===== config.mk =====
export PLATFORM = sky130hd
export DESIGN_NAME = hazard_control_unit
export DESIGN_NICKNAME = d
export VERILOG_FILES = /design/src/rtl/cpu_pkg.sv /design/src/rtl/hazard_shadow_pipe.sv /design/src/rtl/hazard_control_unit.sv
export SDC_FILE = /design/constraint.sdc
export NUM_CORES = 1
export LEC_CHECK = 0
export BUFFER_PORTS_ARGS = -buffer_cell sky130_fd_sc_hd__buf_4
export CORE_MARGIN = 2
export CORE_UTILIZATION = 56
export DETAILED_ROUTE_END_ITERATION = 6
export HOLD_SLACK_MARGIN = 0.12
export PLACE_DENSITY_LB_ADDON = 0.3
export SLEW_MARGIN = 5
export SYNTH_ARGS = -nofsm -noshare
export SYNTH_HDL_FRONTEND = slang
export SYNTH_HIERARCHICAL = 1
export SYNTH_SLANG_ARGS = --single-unit

===== constraint.sdc =====
create_clock -name clk -period 4.5 [get_ports clk]
set_clock_uncertainty 0.1 [all_clocks]
set_input_delay 0.9 -clock clk [delete_from_list [all_inputs] [get_ports clk]]
set_output_delay 0.9 -clock clk [all_outputs]
set_load 0.05 [all_outputs]

===== src/rtl/cpu_pkg.sv =====
// Shared pipeline-control types: register address width, in-flight writer slot and
// hazard-controller FSM encoding.
package cpu_pkg;

  localparam int REG_AW = 4;
  localparam logic [REG_AW-1:0] R0 = '0;

  typedef struct packed {
    logic              valid;
    logic [REG_AW-1:0] rd;
    logic              is_load;
  } slot_t;

  localparam slot_t SLOT_BUBBLE = '0;

  typedef enum logic [1:0] {
    ST_RUN    = 2'd0,
    ST_DRAIN  = 2'd1,
    ST_HALTED = 2'd2
  } hcu_state_t;

  // R0 is hardwired zero, so a source naming it never depends on an in-flight writer.
  function automatic logic src_hits(input logic used, input logic [REG_AW-1:0] src,
                                    input slot_t s);
    return used && (src != R0) && s.valid && (src == s.rd);
  endfunction

endpackage


===== src/rtl/hazard_shadow_pipe.sv =====
// Three-slot shadow of the DX/XM/MW writers; advances every edge and takes a new
// entry (possibly a bubble) from the ID stage.
import cpu_pkg::*;

module hazard_shadow_pipe (
  input  logic  clk,
  input  logic  rst,
  input  slot_t entry,
  output slot_t dx,
  output slot_t xm,
  output slot_t mw
);

  always_ff @(posedge clk or negedge rst) begin
    if (!rst) begin
      dx <= SLOT_BUBBLE;
      xm <= SLOT_BUBBLE;
      mw <= SLOT_BUBBLE;
    end else begin
      mw <= xm;
      xm <= dx;
      dx <= entry;
    end
  end

endmodule


===== src/rtl/hazard_control_unit.sv =====
// ID-stage hazard controller: load-use stall, taken-branch flush, HLT drain
// sequencing and a saturating stall-cycle counter.
import cpu_pkg::*;

module hazard_control_unit #(
  parameter int REG_AW   = cpu_pkg::REG_AW,
  parameter int STALL_CW = 16
) (
  input  logic                clk,
  input  logic                rst,
  input  logic                id_valid,
  input  logic [REG_AW-1:0]   id_rs,
  input  logic [REG_AW-1:0]   id_rt,
  input  logic                id_use_rs,
  input  logic                id_use_rt,
  input  logic                id_is_store,
  input  logic                id_regwrite,
  input  logic                id_memread,
  input  logic [REG_AW-1:0]   id_rd,
  input  logic                id_halt,
  input  logic                ex_branch_taken,
  output logic                stall,
  output logic                flush_ifid,
  output logic                flush_idex,
  output logic                pc_write,
  output logic                halted,
  output logic [STALL_CW-1:0] stall_count
);

  hcu_state_t state;
  slot_t      entry;
  slot_t      dx;
  slot_t      xm;
  slot_t      mw;
  logic       load_use;
  logic       flush;
  logic       pipe_empty;
  logic       halt_go;

  hazard_shadow_pipe u_shadow (
    .clk   (clk),
    .rst   (rst),
    .entry (entry),
    .dx    (dx),
    .xm    (xm),
    .mw    (mw)
  );

  // Only a load one stage ahead is unforwardable; store data (rt) rides forwardmm instead.
  assign load_use = dx.is_load &&
                    (src_hits(id_use_rs, id_rs, dx) ||
                     (src_hits(id_use_rt, id_rt, dx) && !id_is_store));

  assign pipe_empty = !dx.valid && !xm.valid && !mw.valid;

  always_comb begin
    stall = 1'b0;
    flush = 1'b0;
    case (state)
      ST_RUN: begin
        flush = ex_branch_taken;
        stall = load_use && !ex_branch_taken;
      end
      ST_DRAIN,
      ST_HALTED: stall = 1'b1;
      default: begin
        stall = 1'b0;
        flush = 1'b0;
      end
    endcase
  end

  assign flush_ifid = flush;
  assign flush_idex = flush;
  assign pc_write   = !stall && !halted;
  assign halt_go    = (state == ST_RUN) && id_valid && id_halt && !ex_branch_taken && !stall;

  // HLT itself never occupies a slot, so drain completes once the older writers retire.
  always_comb begin
    entry         = SLOT_BUBBLE;
    entry.rd      = id_rd;
    entry.is_load = id_memread;
    entry.valid   = (state == ST_RUN) && id_valid && id_regwrite && !id_halt &&
                    (id_rd != R0) && !stall && !flush;
  end

  always_ff @(posedge clk or negedge rst) begin
    if (!rst) begin
      state  <= ST_RUN;
      halted <= 1'b0;
    end else begin
      case (state)
        ST_RUN: begin
          if (halt_go) state <= ST_DRAIN;
        end
        ST_DRAIN: begin
          if (pipe_empty) begin
            state  <= ST_HALTED;
            halted <= 1'b1;
          end
        end
        ST_HALTED: begin
          state  <= ST_HALTED;
          halted <= 1'b1;
        end
        default: begin
          state  <= ST_RUN;
          halted <= 1'b0;
        end
      endcase
    end
  end

  always_ff @(posedge clk or negedge rst) begin
    if (!rst) begin
      stall_count <= '0;
    end else if (stall && (state != ST_HALTED) && (stall_count != '1)) begin
      stall_count <= stall_count + 1'b1;
    end
  end

  // The drain freezes fetch, so no branch can be resolving in EX while draining.
  a_no_branch_in_drain: assert property (@(posedge clk) disable iff (!rst)
    !((state == ST_DRAIN) && ex_branch_taken));

endmodule


==> metrics <==
pin count of the biggest net entering global routing 28; Hold WS 0.294 ns; area of the mapped netlist 0.00136 mm2; drt first pass iters 4; fillcell total 162; R2R Path End stall_count[7]$_DFFE_PN0P_; layout cells sized above 1 0.349; met3 WL 142 um; antenna fix cells 0; vias per inst 5.40; antenna viol nets, final 0; highest-delay cell along the critical path dfrtp_1; critical path's largest stage delay 0.41 ns; Routability Congestion 0.757; Top delay family on crit path simple AND/OR/NAND/NOR gates; Sum Neg Setup Slack 0 ns; Final Cycle Share 0.722; drt drc 0; Post-Route Utilization 0.760; reg2reg setup slack 2.12 ns; relative slew slack 0.734; YS warnings 6; DR vias 1,047; Area Growth Syn to Fin 25.9%; Port Buffers 42; Leak 0.870 nW; Syn Inst Count 123; Slew Limit Fails 0; Tot GR Track Use 0.221; crit path cell chain inv_1, ha_1, nor2b_1, and4_1, a32oi_1, nand2_1, nor2_1, buf_4; Setup CP Type reg -> out; CTS Sinks 27; met2 wire len 1370 um; most frequent standard cell in the layout excluding fill and tap cells buf_4; core box area 0.00225 mm2; Post-CTS Setup Repair Bufs 0; initial antenna violation count 0; setup violators final 0; Worst-Margin Slew 0.398 ns; 1st-iter DRT viols 19; CTS tree built; Placement Setup Slack 1.42 ns; Worst EP required 3.50 ns; Setup crit end kind output pin; PnR worst setup slack 1.25 ns; max layer used met4; Root Driver clkbuf_4; Final Non-Filler Cells 194; placed insts 190; Die H 53.3 um; initial core utilization 0.604; Max VDD drop 0.234 mV; Rows 17; worst min-delay path endpoint u_shadow/mw[5]$_DFF_PN0_; vias in the first global route 1,044; Hold Fails Final Rpt 0; RSZ-0062 raised after global routing no; Tmin final 3.25 ns; Worst-path clk slew 0.14 ns; first-pass GRT wire length 4470 um; CTS buffer count 3; nets@finish 194; commonest non-fill, non-tap cells in the layout 42 x buf_4, 27 x dfrtp_1, 16 x xor2_1, 7 x nand3_1, 7 x nor2_2; WP data arrival 2.25 ns; Avg Synthesized Cell Area 11.1 um2; startpoint type of the worst setup path flop; Reg2Reg Depth 8; fmax 0.308 GHz; RR Startpoint state[0]$_DFFE_PN0P_; Crit path buffers/inverters 2; Max Root-Sink Buffers 2; total grt overflow 0; die area 0.00284 mm2; max_cap viols 0; H-tree depth 1; post-CTS sizing 0; wire per inst 14.2 um; io pins 43; DP HPWL 2130 um; hold_sp u_shadow/xm[5]$_DFF_PN0_; Hold Buf Count CTS 0; HP Class reg -> reg; Chip Width 53.3 um; worst hold stages 0; cell area power density 220 mW/mm2; final WL 2750 um; worst-path maximum fanout 4; clock latency on the worst-skew pair 0.32 ns; status completed; M1 WL 1190 um; Synth Net Count 150
## sequential cells by signal, indices dropped and copies added (netlist names)
| signal | count |
|---|---|
| stall_count | 16 |
| u_shadow/dx | 6 |
| state | 2 |
| halted | 1 |
| u_shadow/xm | 1 |
| u_shadow/mw | 1 |
## worst max-delay path by stage
| stage | startpoint | to | slack, ns | cells after the start |
|---|---|---|---|---|
| after floorplan | ex_branch_taken | pc_write | 0.91 | 5 |
| after global placement | id_rt[2] | pc_write | 1.47 | 7 |
| after detailed placement | id_rt[2] | pc_write | 1.42 | 7 |
| after CTS | state[0]$_DFFE_PN0P_ | pc_write | 1.26 | 8 |
| after global routing | state[0]$_DFFE_PN0P_ | pc_write | 1.11 | 8 |
| final | state[0]$_DFFE_PN0P_ | pc_write | 1.25 | 8 |
## report_power, final
group | total, W | internal [W] | switching (W) | leakage (nW)
clock network | 0.000103 | 0.0000347 | 0.0000686 | 0.0150
registers | 0.000247 | 0.000245 | 0.00000223 | 0.350
logic | 0.0000272 | 0.0000163 | 0.0000109 | 0.505
## metrics by stage
stage	power, W	cell area (um2)
after floorplan	0.000258	1360
after global placement	0.000278	1690
after detailed placement	0.000279	1690
after CTS	0.000379	1710
after global routing	0.000388	1710
final	0.000378	1710
## layer usage
layer,up-vias,GRT usage
met5,-,0
met4,0,0.111
met3,5,0.0311
met2,28,0.374
met1,498,0.271
li1,516,-
## worst register-to-register path, delay by kind of cell, from the launching register on
family / cells / cell delay (ns)
AOI/OAI and AO/OA: 2 / 0.77
and+or+nand+nor: 3 / 0.50
DFF: 1 / 0.41
adders and majority gates: 1 / 0.24
xor gates and xnor gates: 1 / 0.15
buffers and inverters: 1 / 0.09
## final cells by class
type / instances / area (um2) / share of cell area
sequential: 27 / 676 / 0.394
timing repair buffer: 42 / 315 / 0.184
tap: 28 / 35.0 / 0.0204
clock buffer: 4 / 26.3 / 0.0153
inverter: 3 / 11.3 / 0.00657
multi-input combinational: 90 / 651 / 0.380
Power figures use the tool's default switching activity.
